--- src/rtl/alu_rr_sched_if.sv ---
// Requester/response/ALU bundle for the round-robin ALU scheduler.
// master = scheduler side, slave = requesters, consumer and ALU.
interface alu_rr_sched_if #(
  parameter int WIDTH = 32,
  parameter int NREQ  = 4,
  parameter int IDW   = $clog2(NREQ)
);
  logic [NREQ-1:0]       req;
  logic [NREQ*WIDTH-1:0] req_a;
  logic [NREQ*WIDTH-1:0] req_b;
  logic [NREQ*4-1:0]     req_s;
  logic [NREQ-1:0]       ack;

  logic                  rsp_valid;
  logic                  rsp_ready;
  logic [IDW-1:0]        rsp_id;
  logic [WIDTH-1:0]      rsp_acc;
  logic [WIDTH-1:0]      rsp_mulh;
  logic [7:0]            rsp_flag;
  logic                  rsp_err;

  logic [WIDTH-1:0]      alu_a;
  logic [WIDTH-1:0]      alu_b;
  logic [3:0]            alu_s;
  logic [WIDTH-1:0]      alu_acc;
  logic [WIDTH-1:0]      alu_mulh;
  logic [7:0]            alu_flag;

  modport master (
    input  req, req_a, req_b, req_s, rsp_ready, alu_acc, alu_mulh, alu_flag,
    output ack, rsp_valid, rsp_id, rsp_acc, rsp_mulh, rsp_flag, rsp_err,
           alu_a, alu_b, alu_s
  );

  modport slave (
    output req, req_a, req_b, req_s, rsp_ready, alu_acc, alu_mulh, alu_flag,
    input  ack, rsp_valid, rsp_id, rsp_acc, rsp_mulh, rsp_flag, rsp_err,
           alu_a, alu_b, alu_s
  );
endinterface

--- src/rtl/alu_rr_sched.sv ---
// Round-robin scheduler sharing one combinational ALU among NREQ requesters.
// IDLE grants and latches operands, EXEC captures ALU outputs, RESP holds until handshake.
module alu_rr_sched #(
  parameter int WIDTH = 32,
  parameter int NREQ  = 4,
  parameter int IDW   = $clog2(NREQ)
) (
  input  logic           i_clk,
  input  logic           i_rst,
  alu_rr_sched_if.master io_bus
);
  localparam logic [3:0] OP_PASS = 4'b1011;
  localparam logic [3:0] OP_REJ  = 4'b1000;
  localparam logic [3:0] OP_MULH = 4'b1110;

  typedef enum logic [1:0] {IDLE, EXEC, RESP} state_t;

  state_t           r_state;
  logic [IDW-1:0]   r_ptr;
  logic [IDW-1:0]   r_id;
  logic [WIDTH-1:0] r_alu_a, r_alu_b;
  logic [3:0]       r_alu_s;
  logic             r_rej;
  logic             r_valid;
  logic [WIDTH-1:0] r_acc, r_mulh;
  logic [7:0]       r_flag;
  logic             r_err;

  logic [NREQ-1:0][WIDTH-1:0] w_a, w_b;
  logic [NREQ-1:0][3:0]       w_s;
  logic                       w_any;
  logic [IDW-1:0]             w_gnt;
  logic [IDW:0]               w_sum;
  logic [NREQ-1:0]            w_ack;

  assign w_a = io_bus.req_a;
  assign w_b = io_bus.req_b;
  assign w_s = io_bus.req_s;

  // Scan from the highest offset down so the lowest offset from r_ptr wins.
  always_comb begin
    w_any = 1'b0;
    w_gnt = '0;
    w_sum = '0;
    for (int k = NREQ-1; k >= 0; k--) begin
      w_sum = {1'b0, r_ptr} + (IDW+1)'(k);
      if (w_sum >= (IDW+1)'(NREQ)) w_sum = w_sum - (IDW+1)'(NREQ);
      if (io_bus.req[w_sum[IDW-1:0]]) begin
        w_any = 1'b1;
        w_gnt = w_sum[IDW-1:0];
      end
    end
  end

  // ack is combinational in IDLE so the requester sees it in the grant cycle
  // and may re-raise req for its next operation on the following edge.
  always_comb begin
    w_ack = '0;
    if (r_state == IDLE && !i_rst && w_any) w_ack[w_gnt] = 1'b1;
  end

  always_ff @(posedge i_clk) begin
    if (i_rst) begin
      r_state <= IDLE;
      r_ptr   <= '0;
      r_id    <= '0;
      r_alu_a <= '0;
      r_alu_b <= '0;
      r_alu_s <= OP_PASS;
      r_rej   <= 1'b0;
      r_valid <= 1'b0;
      r_acc   <= '0;
      r_mulh  <= '0;
      r_flag  <= '0;
      r_err   <= 1'b0;
    end else begin
      case (r_state)
        IDLE: if (w_any) begin
          r_alu_a <= w_a[w_gnt];
          r_alu_b <= w_b[w_gnt];
          r_rej   <= (w_s[w_gnt] == OP_REJ);
          r_alu_s <= (w_s[w_gnt] == OP_REJ) ? OP_PASS : w_s[w_gnt];
          r_id    <= w_gnt;
          r_ptr   <= (w_gnt == IDW'(NREQ-1)) ? '0 : w_gnt + 1'b1;
          r_state <= EXEC;
        end
        EXEC: begin
          r_acc   <= r_rej ? '0 : io_bus.alu_acc;
          r_flag  <= r_rej ? '0 : io_bus.alu_flag;
          r_mulh  <= (!r_rej && r_alu_s == OP_MULH) ? io_bus.alu_mulh : '0;
          r_err   <= r_rej;
          r_valid <= 1'b1;
          r_state <= RESP;
        end
        RESP: if (io_bus.rsp_ready) begin
          r_valid <= 1'b0;
          r_state <= IDLE;
        end
        default: r_state <= IDLE;
      endcase
    end
  end

  assign io_bus.ack       = w_ack;
  assign io_bus.rsp_valid = r_valid;
  assign io_bus.rsp_id    = r_id;
  assign io_bus.rsp_acc   = r_acc;
  assign io_bus.rsp_mulh  = r_mulh;
  assign io_bus.rsp_flag  = r_flag;
  assign io_bus.rsp_err   = r_err;
  assign io_bus.alu_a     = r_alu_a;
  assign io_bus.alu_b     = r_alu_b;
  assign io_bus.alu_s     = r_alu_s;
endmodule

--- src/flat_wrapper.sv ---
// flat-port wrapper written by rule: the top's interface ports become plain ports
module alu_rr_sched_flat 
#(
  parameter int WIDTH = 32,
  parameter int NREQ  = 4,
  parameter int IDW   = $clog2(NREQ)
)
  (i_clk, i_rst, io_bus_req, io_bus_req_a, io_bus_req_b, io_bus_req_s, io_bus_rsp_ready, io_bus_alu_acc, io_bus_alu_mulh, io_bus_alu_flag, io_bus_ack, io_bus_rsp_valid, io_bus_rsp_id, io_bus_rsp_acc, io_bus_rsp_mulh, io_bus_rsp_flag, io_bus_rsp_err, io_bus_alu_a, io_bus_alu_b, io_bus_alu_s);
  alu_rr_sched_if #(.WIDTH(WIDTH), .NREQ(NREQ), .IDW(IDW)) io_bus_i ();
  input  logic i_clk;
  input  logic i_rst;
  input wire logic [$bits(io_bus_i.req)-1:0] io_bus_req;
  input wire logic [$bits(io_bus_i.req_a)-1:0] io_bus_req_a;
  input wire logic [$bits(io_bus_i.req_b)-1:0] io_bus_req_b;
  input wire logic [$bits(io_bus_i.req_s)-1:0] io_bus_req_s;
  input wire logic [$bits(io_bus_i.rsp_ready)-1:0] io_bus_rsp_ready;
  input wire logic [$bits(io_bus_i.alu_acc)-1:0] io_bus_alu_acc;
  input wire logic [$bits(io_bus_i.alu_mulh)-1:0] io_bus_alu_mulh;
  input wire logic [$bits(io_bus_i.alu_flag)-1:0] io_bus_alu_flag;
  output wire logic [$bits(io_bus_i.ack)-1:0] io_bus_ack;
  output wire logic [$bits(io_bus_i.rsp_valid)-1:0] io_bus_rsp_valid;
  output wire logic [$bits(io_bus_i.rsp_id)-1:0] io_bus_rsp_id;
  output wire logic [$bits(io_bus_i.rsp_acc)-1:0] io_bus_rsp_acc;
  output wire logic [$bits(io_bus_i.rsp_mulh)-1:0] io_bus_rsp_mulh;
  output wire logic [$bits(io_bus_i.rsp_flag)-1:0] io_bus_rsp_flag;
  output wire logic [$bits(io_bus_i.rsp_err)-1:0] io_bus_rsp_err;
  output wire logic [$bits(io_bus_i.alu_a)-1:0] io_bus_alu_a;
  output wire logic [$bits(io_bus_i.alu_b)-1:0] io_bus_alu_b;
  output wire logic [$bits(io_bus_i.alu_s)-1:0] io_bus_alu_s;
  assign io_bus_i.req = io_bus_req;
  assign io_bus_i.req_a = io_bus_req_a;
  assign io_bus_i.req_b = io_bus_req_b;
  assign io_bus_i.req_s = io_bus_req_s;
  assign io_bus_i.rsp_ready = io_bus_rsp_ready;
  assign io_bus_i.alu_acc = io_bus_alu_acc;
  assign io_bus_i.alu_mulh = io_bus_alu_mulh;
  assign io_bus_i.alu_flag = io_bus_alu_flag;
  assign io_bus_ack = io_bus_i.ack;
  assign io_bus_rsp_valid = io_bus_i.rsp_valid;
  assign io_bus_rsp_id = io_bus_i.rsp_id;
  assign io_bus_rsp_acc = io_bus_i.rsp_acc;
  assign io_bus_rsp_mulh = io_bus_i.rsp_mulh;
  assign io_bus_rsp_flag = io_bus_i.rsp_flag;
  assign io_bus_rsp_err = io_bus_i.rsp_err;
  assign io_bus_alu_a = io_bus_i.alu_a;
  assign io_bus_alu_b = io_bus_i.alu_b;
  assign io_bus_alu_s = io_bus_i.alu_s;
  alu_rr_sched #(.WIDTH(WIDTH), .NREQ(NREQ), .IDW(IDW)) u_core (.i_clk(i_clk), .i_rst(i_rst), .io_bus(io_bus_i));
endmodule
--- config.mk ---
export PLATFORM = sky130hd
export DESIGN_NAME = alu_rr_sched_flat
export DESIGN_NICKNAME = d
export VERILOG_FILES = /design/src/rtl/alu_rr_sched_if.sv /design/src/rtl/alu_rr_sched.sv /design/src/flat_wrapper.sv
export SDC_FILE = /design/constraint.sdc
export NUM_CORES = 1
export LEC_CHECK = 0
export CAP_MARGIN = 20
export CORE_AREA = 2 2 195 197
export CTS_CLUSTER_DIAMETER = 120
export CTS_CLUSTER_SIZE = 24
export DETAILED_ROUTE_END_ITERATION = 10
export DIE_AREA = 0 0 197 199
export PLACE_DENSITY = 0.55
export SYNTH_ARGS = -nofsm -noshare
export SYNTH_HDL_FRONTEND = slang
export SYNTH_SLANG_ARGS = --single-unit
--- constraint.sdc ---
create_clock -name i_clk -period 2.2 [get_ports i_clk]
set_clock_uncertainty 0.1 [all_clocks]
set_input_delay 0.33 -clock i_clk [delete_from_list [all_inputs] [get_ports i_clk]]
set_output_delay 0.33 -clock i_clk [all_outputs]
set_load 0.02 [all_outputs]
## Yosys cells after proc, flatten, opt, wreduce, memory -nomap -nowiden

Cells that the tools add are included.

- $add $sub $neg: 8
- Multiply operators: 0
- Divide/modulo/power cells: 0
- $lt $le $gt $ge: 10
- Eq/ne operators: 7
- Shift-type cells: 0
- Muxes and demuxes: 39
- Bitwise operators: 0
- Reductions and logical operators: 11

Operators with widths:

| cell | number |
|---|---|
| binary-select mux 32 bit (select 2 bit) | 2 |
| two-way mux 32 bit | 4 |
| two-way mux 2 bit | 11 |
| < comparator 2 x 3 -> 1 bit (second input constant) | 5 |
| two-way mux 4 bit | 3 |
| two-way mux 1 bit | 10 |
| greater-or-equal comparator 3 bit (second input constant) | 3 |
| binary-select mux 1 bit (select 2 bit) | 4 |
| binary-select mux 4 bit (select 2 bit) | 1 |
| == test 4 bit (second input constant) | 2 |
| two-way mux 8 bit | 1 |
| subtractor 2 x 1 -> 2 bit (second input constant) | 4 |
| adder 2 x 2 -> 3 bit (second input constant) | 2 |
| case mux 2 bit (3 select lines) | 1 |
| AND reduction 2 bit | 3 |
| == test 2 bit (second input constant) | 2 |
| logical AND 1 bit | 4 |
| adder 2 x 1 -> 3 bit (second input constant) | 1 |
| greater-or-equal comparator 2 x 3 -> 1 bit (second input constant) | 1 |
| adder 2 x 1 -> 2 bit (second input constant) | 1 |
| demux 1 bit (select 2 bit) | 1 |
| == test 2 x 1 -> 1 bit (second input constant) | 1 |
| greater-or-equal comparator 2 x 1 -> 1 bit (second input constant) | 1 |
| zero test 1 bit | 2 |
| 5 further kinds | 5 |

- Register bits after elaboration: 149
- Bits in latches: 0
- Memory bits (writable): 0
- ROM bits: 0
- Input bits: 351
- Output and inout port bits: 148
- Memories kept: 0

## Depth between registers and ports, before layout

- Word-level depth: 14
- Depth in mapped cells: 10

## Worst setup path before layout

No wires, ideal clock.

- Kind: in2out
- Start: in io_bus_req[2]
- End: out io_bus_ack[0]
- Data arrival time: 1.888 ns
- Data required time: 1.770 ns
- Path slack: -0.118 ns
- Stages on the path: 8
- Path through: nor2b_1 > or4b_1 > buf_6 > nand2_4 > inv_2 > clkbuf_1 > ha_1 > and3_1

- Longest elaborated chain between the ends: 11

Ends and longest elaborated chain:

| what | RTL line | text |
|---|---|---|
| start, declared | flat_wrapper.sv:12 | `input wire logic [$bits(io_bus_i.req)-1:0] io_bus_req;` |
| binary-select mux 1 bit (select 2 bit) | alu_rr_sched.sv:48 | `if (io_bus.req[w_sum[IDW-1:0]]) begin` |
| two-way mux 1 bit (implied by the code) | alu_rr_sched.sv:48 |  |
| two-way mux 2 bit (4 in series) | alu_rr_sched.sv:48 |  |
| < comparator 2 x 3 -> 1 bit (implied by the code) or greater-or-equal comparator 2 x 1 -> 1 bit (tied branches) | alu_rr_sched.sv:59 | `if (r_state == IDLE && !i_rst && w_any) w_ack[w_gnt] = 1'b1;` |
| logical AND 1 bit (implied by the code) | alu_rr_sched.sv:59 |  |
| two-way mux 1 bit (implied by the code) | alu_rr_sched.sv:59 |  |
| demux 1 bit (select 2 bit) | -- |  |
| two-way mux 4 bit (*) | alu_rr_sched.sv:59 |  |
| end, declared | flat_wrapper.sv:20 | `output wire logic [$bits(io_bus_i.ack)-1:0] io_bus_ack;` |

Every way passes the cells marked *; elsewhere a longest branch is shown, timed or not. The select of a mux whose other input is x is not followed.

## Worst setup path in the final report

- Start: reg u_core.r_ptr[0]
- End: out io_bus_ack[3]

- Longest elaborated chain between the ends: 14

Ends and longest elaborated chain:

| what | RTL line | text |
|---|---|---|
| start, declared | alu_rr_sched.sv:19 | `logic [IDW-1:0] r_ptr;` |
| start signal, assigned | alu_rr_sched.sv:84 | `r_ptr <= (w_gnt == IDW'(NREQ-1)) ? '0 : w_gnt + 1'b1;` |
| adder 2 x 2 -> 3 bit | alu_rr_sched.sv:46 | `w_sum = {1'b0, r_ptr} + (IDW+1)'(k);` |
| greater-or-equal comparator 3 bit or subtractor 2 x 1 -> 2 bit (tied branches) | alu_rr_sched.sv:47 | `if (w_sum >= (IDW+1)'(NREQ)) w_sum = w_sum - (IDW+1)'(NREQ);` |
| two-way mux 2 bit | alu_rr_sched.sv:47 |  |
| binary-select mux 1 bit (select 2 bit) | alu_rr_sched.sv:48 |  |
| two-way mux 1 bit (implied by the code) | alu_rr_sched.sv:48 |  |
| two-way mux 2 bit (4 in series) | alu_rr_sched.sv:48 |  |
| < comparator 2 x 3 -> 1 bit (implied by the code) or greater-or-equal comparator 2 x 1 -> 1 bit (tied branches) | alu_rr_sched.sv:59 |  |
| logical AND 1 bit (implied by the code) | alu_rr_sched.sv:59 |  |
| two-way mux 1 bit (implied by the code) | alu_rr_sched.sv:59 |  |
| demux 1 bit (select 2 bit) | -- |  |
| two-way mux 4 bit (*) | alu_rr_sched.sv:59 |  |

Marks and branches as above.

==> results_dict.tcl <==
set metrics [dict create \
    slowest_stage "or4_4" \
    seq_area_sq_um 2987 \
    multi_input_area_sq_um 4622 \
    fin_crit_sh 1.136 \
    synth_flop_cell "dfxtp_1" \
    finalWorstSetupSlack_ns -0.2996 \
    setup_viol 70 \
    vias_per_cell 4.870 \
    rows 71 \
    drv_cap 0 \
    track_usage 0.1987 \
    totalWireLength_microns 41460 \
    yosysWarnings 0 \
    period_minus_slack_ns 2.500 \
    fin_nets 1834 \
    r2r-start "u_core.r_ptr[0]$_SDFFE_PP0P_" \
    status "complete, but fails checks" \
    syn_area_sq_um 7571 \
    grtUsageMet3 0.06968 \
    drt_iter0_drc 409 \
    core-area_sq_um 37130 \
    synth-seq-area-share 0.3940 \
    ys_types 38 \
    dp.final_hpwl_microns 27940 \
    dieArea_sq_um 39200 \
    syn_area_per_cell_sq_um 7.789 \
    drc 0 \
    final_cell_mix "489 x clkdlybuf4s50_1, 200 x nand2_1, 146 x dfxtp_1" \
    path_max_fanout 4 \
    rsz0062_at_grt "yes" \
    drive_gt1_frac 0.1575 \
    cts_tree "yes" \
    place_congestion 0.8568 \
    cp-start-kind "flop" \
    worstReg2RegEnd "u_core.io_bus.alu_a[31]$_SDFFE_PP0P_" \
    drtAntennaViolNets 0 \
    netlist_instances 972 \
    grt_use_met1 0.2198 \
    critPathCapture "io_bus_ack[3]" \
    rr_worst_depth 9 \
    slew_headroom 0.4784 \
    total_power_w 0.01129 \
    cts_buffers 17 \
    min_path_cells 4 \
    grt_pass1_wl_microns 58720 \
    crit_chain "nor2b_2 > or4_4 > nand2_8 > buf_8 > ha_4 > and3_4 > buf_12" \
    cp.required_ns 1.77 \
    start_util 0.2039 \
    synthesis.nets 1327 \
    syn2layout_area_growth_pct 100.4 \
    layout_commonest_cell "clkdlybuf4s50_1" \
    dr.pass1.iters 5 \
    peakVddDrop_mv 0.6099 \
    die_h_microns 199 \
    grt_max_degree 146 \
    synth-edff-count 0 \
    worstSkewPairLatency_ns 0.44 \
    hold_path_class "in2reg" \
    fill_cells 3738 \
    cp_slowest_stage_delay_ns 0.58 \
    grt_util_met2 0.3535 \
    p_per_area_nw_per_um2 743.8 \
    violations "negative setup slack" \
    end_kind "output pin" \
    cp_data_arrival_time_ns 2.07 \
    cts.htree.levels 4 \
    clkTransAtPathRegs_ns 0.06 \
    finalMaxSlewViolations 0 \
    num_vias 9589 \
    fin_setup_tns_ns -10.96 \
    p_leak_nw 5.637 \
    cts.hold.buffers_added 0 \
    overflow 0 \
    io_pins 499 \
    rrSetupSlack_ns -0.26 \
    max_freq_mhz 400.1 \
    postSynth.asyncResetShare 0 \
    tightest_slew_ns 0.7824 \
    die_w_microns 197 \
    hold_viol 0 \
    antenna_found_initial 4 \
    clock_sinks 149 \
    grt_pass1_vias 9680 \
    ys_seq_elements 149 \
    cts_max_path_buffers 2 \
    crit_start "u_core.r_ptr[0]$_SDFFE_PP0P_" \
    wl_per_cell_microns 21.06 \
    critPathKind "reg2out" \
    grt_busiest_layer "met2" \
    port_buffers 498 \
    root_buffer "clkbuf_16" \
]
metal layers:
metal / share of wire / wire length (microns)
met1: 0.39 / 16180
met2: 0.49 / 20490
met3: 0.089 / 3700
met4: 0.026 / 1078
met5: 0.00031 / 13
cell type report:
type,instances,area share
diodes,3,0.0004948
clock buffers,21,0.03035
well taps,474,0.03909
clock inverters,11,0.007504
repair buffers,592,0.4199
inverters,4,0.001155
flip-flops and latches,149,0.1968
multi-input cells,715,0.3046
timing repair:
item | in CTS | in global routing
resized for setup | 113 | 44
pin swaps | 62 | 40
endpoints found under the setup margin | 73 | 73
cloned | 8 | 9
setup buffers | 12 | 11
power breakdown:
group / switching [W] / internal (W)
clock: 0.00131 / 0.00164
sequential: 0.000176 / 0.00301
combinational: 0.00249 / 0.00265
total: 0.00398 / 0.00731
worst min-delay path by stage:
stage	from	end	slack (ns)
after CTS	i_rst	u_core.r_ptr[0]$_SDFFE_PP0P_	0.23
after floorplan	io_bus_alu_mulh[0]	u_core.io_bus.rsp_mulh[0]$_SDFFE_PP0P_	0.38
final	i_rst	u_core.r_ptr[0]$_SDFFE_PP0P_	0.26
after global placement	u_core.io_bus.alu_a[4]$_SDFFE_PP0P_	u_core.io_bus.alu_a[4]$_SDFFE_PP0P_	0.34
after global routing	i_rst	u_core.r_ptr[0]$_SDFFE_PP0P_	0.29
after detailed placement	u_core.io_bus.alu_b[9]$_SDFFE_PP0P_	u_core.io_bus.alu_b[9]$_SDFFE_PP0P_	0.35
registers in the layout, summed over array words and instances (netlist names):
register                 flops
u_core.io_bus.alu_a         32
u_core.io_bus.alu_b         32
u_core.io_bus.rsp_acc       32
u_core.io_bus.rsp_mulh      32
u_core.io_bus.rsp_flag       8
u_core.io_bus.alu_s          4
u_core.io_bus.rsp_id         2
u_core.r_ptr                 2
u_core.r_state               2
u_core.io_bus.rsp_err        1
u_core.io_bus.rsp_valid      1
u_core.r_rej                 1
synthesized netlist by cell type, drive strengths merged (3+ instances only):
library cell | n | share of area
a211oi | 71 | 0.072
a21oi | 111 | 0.073
a22oi | 32 | 0.032
a311o | 64 | 0.085
and3 | 74 | 0.062
buf | 25 | 0.021
clkbuf | 79 | 0.039
dfxtp | 149 | 0.39
ha | 4 | 0.0066
inv | 4 | 0.0020
nand2 | 203 | 0.10
nand3 | 4 | 0.0026
nor2 | 80 | 0.040
nor2b | 5 | 0.0041
nor3b | 40 | 0.040
nor4 | 3 | 0.0025
o21ai | 6 | 0.0040
or3 | 3 | 0.0025
kinds of logic (layout without fill, tap and decap cells):
| logic type | after synthesis | in the layout | share of synthesized area |
|---|---|---|---|
| AO/OA/AOI/OAI | 291 | 291 | 0.2740 |
| adder cells (fa/ha/maj) | 4 | 4 | 0.006611 |
| buffers and inverters | 108 | 628 | 0.06214 |
| flip-flops | 149 | 149 | 0.3940 |
| other | 0 | 3 | 0 |
| AND/OR/NAND/NOR | 420 | 420 | 0.2633 |
critical path, delay by kind of cell, from the launching register on:
family	cells	cell delay [ns]
buf+inv	2	0.22
fa+ha+maj	1	0.11
simple gates	4	0.94
flops	1	0.36
through the flow:
stage               utilization  hold slack [ns]  cells  setup slack, ns  area [sq um]
global route             0.4086           0.2923   1969          -0.3654         15170
floorplan                     -           0.3783    972          0.01453          7610
finish                   0.4086           0.2626   1969          -0.2996         15170
CTS                      0.3948           0.2340   1946          -0.3455         14660
global placement         0.3590           0.3414   1894           -1.023         13330
detailed placement       0.3590           0.3455   1894           -1.027         13330
Note: power is estimated with default switching activity, not from simulation.
